**config.mk**
```make
export PLATFORM = sky130hd
export DESIGN_NAME = mem_align_unit
export DESIGN_NICKNAME = d
export VERILOG_FILES = /design/src/rtl/mem_align_unit.sv
export SDC_FILE = /design/constraint.sdc
export NUM_CORES = 1
export LEC_CHECK = 0
export BUFFER_PORTS_ARGS = -buffer_cell sky130_fd_sc_hd__buf_2
export CORE_ASPECT_RATIO = 0.6
export CORE_MARGIN = 3
export CORE_UTILIZATION = 47
export DETAILED_ROUTE_END_ITERATION = 10
export GPL_TIMING_DRIVEN = 0
export PLACE_DENSITY = 0.81
export SYNTH_ARGS = -nofsm -noshare
export SYNTH_HDL_FRONTEND = slang
export SYNTH_SLANG_ARGS = --single-unit
```
**constraint.sdc**
```tcl
create_clock -name CLK -period 5.2 [get_ports CLK]
set_clock_uncertainty 0.1 [all_clocks]
set_input_delay 1.3 -clock CLK [delete_from_list [all_inputs] [get_ports CLK]]
set_output_delay 1.3 -clock CLK [all_outputs]
set_load 0.01 [all_outputs]
```
**src/rtl/mem_align_unit.sv**
```systemverilog
// Load/store front end for the OTTER data port: splits word-spanning accesses into
// aligned reads or byte writes, and merges, slices and extends load data itself.
module mem_align_unit #(
   parameter logic [31:0] IO_BASE   = 32'h1100_0000,
   parameter logic [31:0] MEM_BYTES = 32'd65536
) (
   input  logic        CLK,
   input  logic        RST_N,
   input  logic        REQ_VALID,
   output logic        REQ_READY,
   input  logic [31:0] REQ_ADDR,
   input  logic        REQ_WE,
   input  logic [1:0]  REQ_SIZE,
   input  logic        REQ_SIGN,
   input  logic [31:0] REQ_WDATA,
   output logic        RSP_VALID,
   output logic [31:0] RSP_RDATA,
   output logic        RSP_ERR,
   output logic [31:0] MEM_ADDR2,
   output logic [31:0] MEM_DIN2,
   output logic        MEM_WRITE2,
   output logic        MEM_READ2,
   output logic [1:0]  MEM_SIZE,
   output logic        MEM_SIGN,
   input  logic [31:0] MEM_DOUT2
);

   typedef enum logic [2:0] {StIdle, StLdA, StLdB, StLdC, StStW, StStB, StResp} state_t;

   state_t      r_state, w_state_nxt;
   logic [31:0] r_addr, w_addr_nxt, r_wdata, w_wdata_nxt;
   logic [31:0] r_lo, w_lo_nxt, r_hi, w_hi_nxt;
   logic [1:0]  r_size, w_size_nxt, r_k, w_k_nxt;
   logic        r_we, w_we_nxt, r_sign, w_sign_nxt, r_err, w_err_nxt;

   logic [2:0]  w_req_len, w_len;
   logic [31:0] w_req_last, w_base, w_pair, w_load;
   logic [1:0]  w_last_k;
   logic        w_req_err, w_req_span, w_span;
   logic [7:0]  w_byte;

   function automatic logic [2:0] size_len(input logic [1:0] size);
      case (size)
         2'd0:    size_len = 3'd1;
         2'd1:    size_len = 3'd2;
         default: size_len = 3'd4;
      endcase
   endfunction

   assign w_req_len  = size_len(REQ_SIZE);
   assign w_req_last = REQ_ADDR + {29'd0, w_req_len} - 32'd1;
   assign w_req_span = ({1'b0, REQ_ADDR[1:0]} + w_req_len) > 3'd4;
   // The tail check only matters when RAM ends right below the MMIO window.
   assign w_req_err  = (REQ_SIZE == 2'd3)
                     | (REQ_ADDR >= MEM_BYTES && REQ_ADDR < IO_BASE)
                     | (REQ_ADDR < IO_BASE && w_req_last >= IO_BASE)
                     | (REQ_ADDR >= IO_BASE && (REQ_SIZE != 2'd2 || REQ_ADDR[1:0] != 2'd0));

   assign w_len    = size_len(r_size);
   assign w_span   = ({1'b0, r_addr[1:0]} + w_len) > 3'd4;
   assign w_last_k = 2'(w_len - 3'd1);
   assign w_base   = {r_addr[31:2], 2'b00};
   assign w_pair   = 32'({r_hi, r_lo} >> {r_addr[1:0], 3'b000});
   assign w_byte   = r_wdata[{r_k, 3'b000} +: 8];
   assign MEM_SIGN = 1'b0;

   always_comb begin
      case (r_size)
         2'd0:    w_load = {{24{r_sign & w_pair[7]}}, w_pair[7:0]};
         2'd1:    w_load = {{16{r_sign & w_pair[15]}}, w_pair[15:0]};
         default: w_load = w_pair;
      endcase
   end

   always_ff @(posedge CLK or negedge RST_N) begin
      if (!RST_N) begin
         r_state <= StIdle;
         r_addr  <= '0;
         r_wdata <= '0;
         r_lo    <= '0;
         r_hi    <= '0;
         r_size  <= '0;
         r_k     <= '0;
         r_we    <= 1'b0;
         r_sign  <= 1'b0;
         r_err   <= 1'b0;
      end else begin
         r_state <= w_state_nxt;
         r_addr  <= w_addr_nxt;
         r_wdata <= w_wdata_nxt;
         r_lo    <= w_lo_nxt;
         r_hi    <= w_hi_nxt;
         r_size  <= w_size_nxt;
         r_k     <= w_k_nxt;
         r_we    <= w_we_nxt;
         r_sign  <= w_sign_nxt;
         r_err   <= w_err_nxt;
      end
   end

   always_comb begin
      w_state_nxt = r_state;
      w_addr_nxt  = r_addr;
      w_wdata_nxt = r_wdata;
      w_lo_nxt    = r_lo;
      w_hi_nxt    = r_hi;
      w_size_nxt  = r_size;
      w_k_nxt     = r_k;
      w_we_nxt    = r_we;
      w_sign_nxt  = r_sign;
      w_err_nxt   = r_err;
      REQ_READY   = 1'b0;
      RSP_VALID   = 1'b0;
      RSP_RDATA   = '0;
      RSP_ERR     = 1'b0;
      MEM_ADDR2   = '0;
      MEM_DIN2    = '0;
      MEM_WRITE2  = 1'b0;
      MEM_READ2   = 1'b0;
      MEM_SIZE    = 2'd0;
      unique case (r_state)
         StIdle: begin
            REQ_READY = RST_N;
            if (REQ_VALID) begin
               w_addr_nxt  = REQ_ADDR;
               w_wdata_nxt = REQ_WDATA;
               w_size_nxt  = REQ_SIZE;
               w_we_nxt    = REQ_WE;
               w_sign_nxt  = REQ_SIGN;
               w_err_nxt   = w_req_err;
               w_lo_nxt    = '0;
               w_hi_nxt    = '0;
               w_k_nxt     = 2'd0;
               if (w_req_err)       w_state_nxt = StResp;
               else if (!REQ_WE)    w_state_nxt = StLdA;
               else if (w_req_span) w_state_nxt = StStB;
               else                 w_state_nxt = StStW;
            end
         end
         StLdA: begin
            MEM_READ2   = 1'b1;
            MEM_ADDR2   = w_base;
            MEM_SIZE    = 2'd2;
            w_state_nxt = StLdB;
         end
         StLdB: begin
            w_lo_nxt = MEM_DOUT2;
            if (w_span) begin
               MEM_READ2   = 1'b1;
               MEM_ADDR2   = w_base + 32'd4;
               MEM_SIZE    = 2'd2;
               w_state_nxt = StLdC;
            end else begin
               w_state_nxt = StResp;
            end
         end
         StLdC: begin
            w_hi_nxt    = MEM_DOUT2;
            w_state_nxt = StResp;
         end
         StStW: begin
            MEM_WRITE2  = 1'b1;
            MEM_ADDR2   = r_addr;
            MEM_SIZE    = r_size;
            MEM_DIN2    = r_wdata;
            w_state_nxt = StResp;
         end
         StStB: begin
            // One byte per cycle, lowest address first.
            MEM_WRITE2 = 1'b1;
            MEM_ADDR2  = r_addr + {30'd0, r_k};
            MEM_DIN2   = {24'h0, w_byte};
            if (r_k == w_last_k) w_state_nxt = StResp;
            else                 w_k_nxt     = r_k + 2'd1;
         end
         StResp: begin
            RSP_VALID   = 1'b1;
            RSP_ERR     = r_err;
            RSP_RDATA   = (r_err || r_we) ? 32'h0 : w_load;
            w_state_nxt = StIdle;
         end
         default: w_state_nxt = StIdle;
      endcase
   end

endmodule

```
### After elaboration in Yosys (flattened, before gate mapping)

Index checks and enable logic that the tools add are counted.

* add/subtract/negate cells: 8
* magnitude comparators: 6
* eq/ne operators: 14
* shift-type cells: 2
* muxes and demuxes: 29
* bitwise gates (word level): 5
* reductions and logical operators: 19

Operator list (number)
* one-hot mux 32 bit (2 select lines): 4
* 2-to-1 mux 32 bit: 4
* one-hot mux 32 bit (4 select lines): 1
* greater-or-equal comparator 32 x 29 -> 1 bit, second input constant: 2
* right shift 64 x 5 -> 32 bit: 1
* adder 32 x 2 -> 32 bit: 1
* adder 32 x 3 -> 32 bit: 1
* adder 32 x 3 -> 32 bit, second input constant: 1
* greater-or-equal comparator 32 x 17 -> 1 bit, second input constant: 1
* less-than comparator 32 x 29 -> 1 bit, second input constant: 1
* indexed part select 32 x 6 -> 8 bit: 1
* subtractor 32 x 1 -> 32 bit, second input constant: 1
* 2-to-1 mux 3 bit: 5
* one-hot mux 3 bit (5 select lines): 1
* one-hot mux 3 bit (2 select lines): 2
* equality test 3 bit, second input constant: 3
* != test 2 bit, second input constant: 4
* AND reduction 2 bit: 4
* nonzero test 2 bit: 4
* adder 2 x 3 -> 3 bit: 2
* equality test 3 x 2 -> 1 bit, second input constant: 2
* > comparator 3 bit, second input constant: 2
* 2-to-1 mux 1 bit: 6
* 2-to-1 mux 2 bit: 3
* other kinds (17): 26

* register bits: 138
* output and inout bits: 104
* word-level logic and storage cells: 93

### Longest topological paths before layout

* depth after elaboration: 11
* depth in mapped cells: 16
* gate-level depth less buffers: 16

### Least setup slack after synthesis

Ideal clock, no wire load.

* path type: register to output
* start point: reg r_addr[1]
* end point: out MEM_ADDR2[16]
* arrival time: 3.333 ns
* required time: 3.800 ns
* path slack: 0.467 ns
* stages on the path, launching flop included: 14
* buffers on the path: 4
* cells stage by stage: dfrtp_1 buf_2 buf_1 clkbuf_1 inv_1 fa_1 inv_1 o21ai_0 nor2_1 nor2_1 clkbuf_1 nor2_1 o21ai_0 o21ai_0

* cells in the longest elaborated chain, start to end: 4
* elaborated cells on any way between the ends: 5
* those cells by class: add/sub: 2; order compare: 1; mux: 2

RTL lines
* start, declared: RTL line 31 `logic [31:0] r_addr, w_addr_nxt, r_wdata, w_wdata_nxt;`
* start signal, assigned: RTL line 89 `r_addr <= w_addr_nxt;`
* branches (longest 3 deep; another with adder 32 x 2 -> 32 bit)
* one-hot mux 32 bit (4 select lines) (*): RTL line 121 `unique case (r_state)`
* end, declared: RTL line 19 `output logic [31:0] MEM_ADDR2,`

Every way passes the cells marked *.

### Final worst setup path

* start point: reg r_addr[1]
* end point: out MEM_ADDR2[19]

The elaborated chain is that of the path after synthesis.

==> results.tsv <==
metric	value	unit
drive_above_1_share	0.2129	
die_width	194.5	um
synthSimpleGateAreaFrac	0.2805	
port_buffers	205	
max_cap_violations	0	
use_met1	0.5069	
gp_congestion	0.9999	
grt.busiest_layer	met1	
setup.worst_path.start_class	flip-flop	
path_class	reg -> out	
hold_class	reg -> reg	
grt_overflow	0	
syn_nets	1409	
synthToLayoutAreaGrowth	20.11	%
synth_seq_cells	130	
gr-usage-met3	0.1306	
cts.sinks	130	
synth_cell_type_count	81	
setup_violations	0	
grt_pass1_wl	58130	um
finalSetupTns	0	ns
synth_top_family_by_area	simple AND/OR/NAND/NOR gates	
drc	0	
ir_drop	316.7	uV
die-area	0.02315	mm^2
synthesis.area	0.01001	mm^2
ant_nets	0	
worstMarginPinSlew	1.118	ns
period_minus_slack	5.005	ns
ys_warn_count	0	
period_share	0.9626	
cts_buffers	17	
grt_use_total	0.3228	
regArea	0.003253	mm^2
wire_per_inst	21.80	um
drt-vias-per-instance	6.165	
cts_tree	built	
hold_ws	0.4061	ns
cts-htree-levels	4	
n_fill_cell	1859	
start_util	0.4892	
clkTransAtPathRegs	0.06	ns
firstDrtPassIters	6	
netlist.area_leader.share	0.3248	
synthMuxAreaShare	0.09958	
drt_wl_total	38320	um
cts-root-buf	clkbuf_16	
synth_area_leaders	dfrtp_1 (32%), nand2_1 (12%), mux4_2 (8.5%)	
synth_compound_area_frac	0.1575	
power	6.507	mW
cp_max_fo	26	
vias	10840	
yosysTopAreaCell	dfrtp_1	
nets	1634	
synthAdderAreaFrac	0.07796	
synth_xor_area_frac	0.006997	
grt_use_met2	0.4072	
clock_path_buffers	2	
cp.arrival	3.61	ns
ys_seq_area_frac	0.3248	
rows	40	
hold_viol_final	0	
leakagePower	6.066	nW
slowest_delay	0.56	ns
status	complete, no violations	
drt_iter0_markers	1555	
synth_edf_count	0	
cts_hold_buf	0	
power_density	541.0	mW/mm^2
io_pins	207	
syn_avg_cell_area	8.037	um^2
cp_cell_sequence	buf_6 -> inv_1 -> fa_1 -> inv_1 -> o21ai_1 -> nor2_4 -> nor2_4 -> clkbuf_2 -> a31oi_1 -> o21ai_0 -> o41ai_2 -> buf_2	
synth.most_common_cell	nand2_1	
die_h	119.1	um
worst_path_max_delay_cell	fa_1	
dp_hpwl	29970	um
synthTopCellsByCount	nand2_1 (326), dfrtp_1 (130), o21ai_0 (91)	
synthArstFlopShare	1.000	
end_kind	primary output	
grt_pass1_vias	9962	
grt_max_degree	77	
slew_violations	0	
antenna_found_initial	3	
slew_headroom	0.2471	
rsz0062_at_grt	no	
synth-main-ff-cell	dfrtp_1	
synth_cells	1246	
worstSkewPairLatency	0.42	ns
max_freq	199.8	MHz
multi_input_area	0.006271	mm^2
cp.required	3.80	ns
fp.coreArea	0.02047	mm^2
-- routing by layer --
| metal | vias to the layer above | wire (um) |
|---|---|---|
| met5 | - | 75 |
| met1 | 5191 | 17410 |
| met2 | 748 | 14760 |
| met3 | 48 | 5666 |
| met4 | 6 | 406 |
| li1 | 4845 | - |
-- power breakdown --
group | leakage (nW) | internal [mW] | switching [mW]
clock network | 0.272 | 0.656 | 0.504
logic | 4.14 | 1.30 | 1.97
registers | 1.66 | 1.47 | 0.598
-- cell type report --
class	instances	area share
Buffer	67	0.02257
Tap cell	273	0.02840
Timing Repair Buffer	208	0.08935
Inverter	67	0.02091
Multi-Input combinational cell	980	0.5213
Clock inverter	12	0.008009
Antenna cell	1	0.0002080
Sequential cell	130	0.2704
Clock buffer	20	0.03880
-- state kept, by name, summed over array words and instances, names as in the netlist --
register,flops
r_addr,32
r_lo,32
r_wdata,32
r_hi,24
r_state,3
r_k,2
r_size,2
r_err,1
r_sign,1
r_we,1
-- path summary, 6_finish.rpt --
path	start	endpoint	slack [ns]	cells past startpoint
worst min register to register	r_we	r_we	0.41	2
min in group asynchronous	RST_N	r_wdata[16]	0.75	1
worst max-delay path	r_addr[1]	MEM_ADDR2[19]	0.19	12
max in group asynchronous	RST_N	r_addr[28]	3.46	2
worst max register to register	r_state[1]	r_k[1]	2.52	6
worst min-delay path	r_we	r_we	0.41	2
-- critical path: cells and delay by family, from the launching register on --
family / cells / cell delay (ns)
buf+inv: 5 / 1.04
compound gates: 4 / 0.77
flops: 1 / 0.39
fa+ha+maj: 1 / 0.56
simple gates: 2 / 0.39
-- cell usage in the layout, fill, tap and decap left out, drive strengths merged, types with 14 or more instances in the layout --
| cell type | instances |
|---|---|
| mux4 | 38 |
| buf | 222 |
| a21oi | 73 |
| and3 | 46 |
| nand2 | 326 |
| o31ai | 14 |
| clkbuf | 73 |
| ha | 56 |
| o21ai | 95 |
| nor2 | 55 |
| nand3 | 71 |
| inv | 72 |
| nor2b | 22 |
| dfrtp | 130 |
-- timing repair --
| action | in CTS | in global routing |
|---|---|---|
| endpoints found under the setup margin | 31 | 19 |
| pin swaps | 0 | 1 |
| setup buffers | 0 | 2 |
| hold endpoints to repair | 0 | 0 |
| gates resized for setup | 5 | 8 |
-- per-stage QoR --
stage,util,instance area [um^2],setup slack [ns],std cells
6_report,0.5877,12030,0.1946,1758
5_1_grt,0.5877,12030,0.07941,1758
2_1_floorplan,-,10010,0.4670,1246
3_5_place_dp,0.5577,11420,-0.8817,1725
3_3_place_gp,0.5561,11380,-0.8636,1724
4_1_cts,0.5853,11980,0.02193,1755
-- kinds of logic after synthesis --
group                    count (synthesis)
AND/OR/NAND/NOR                        602
AO/OA/AOI/OAI                          257
buffers and inverters                  136
flip-flops                             130
adder cells (fa/ha/maj)                 60
multiplexers                            52
XOR/XNOR                                 8
other                                    1
Power figures use the tool's default switching activity.
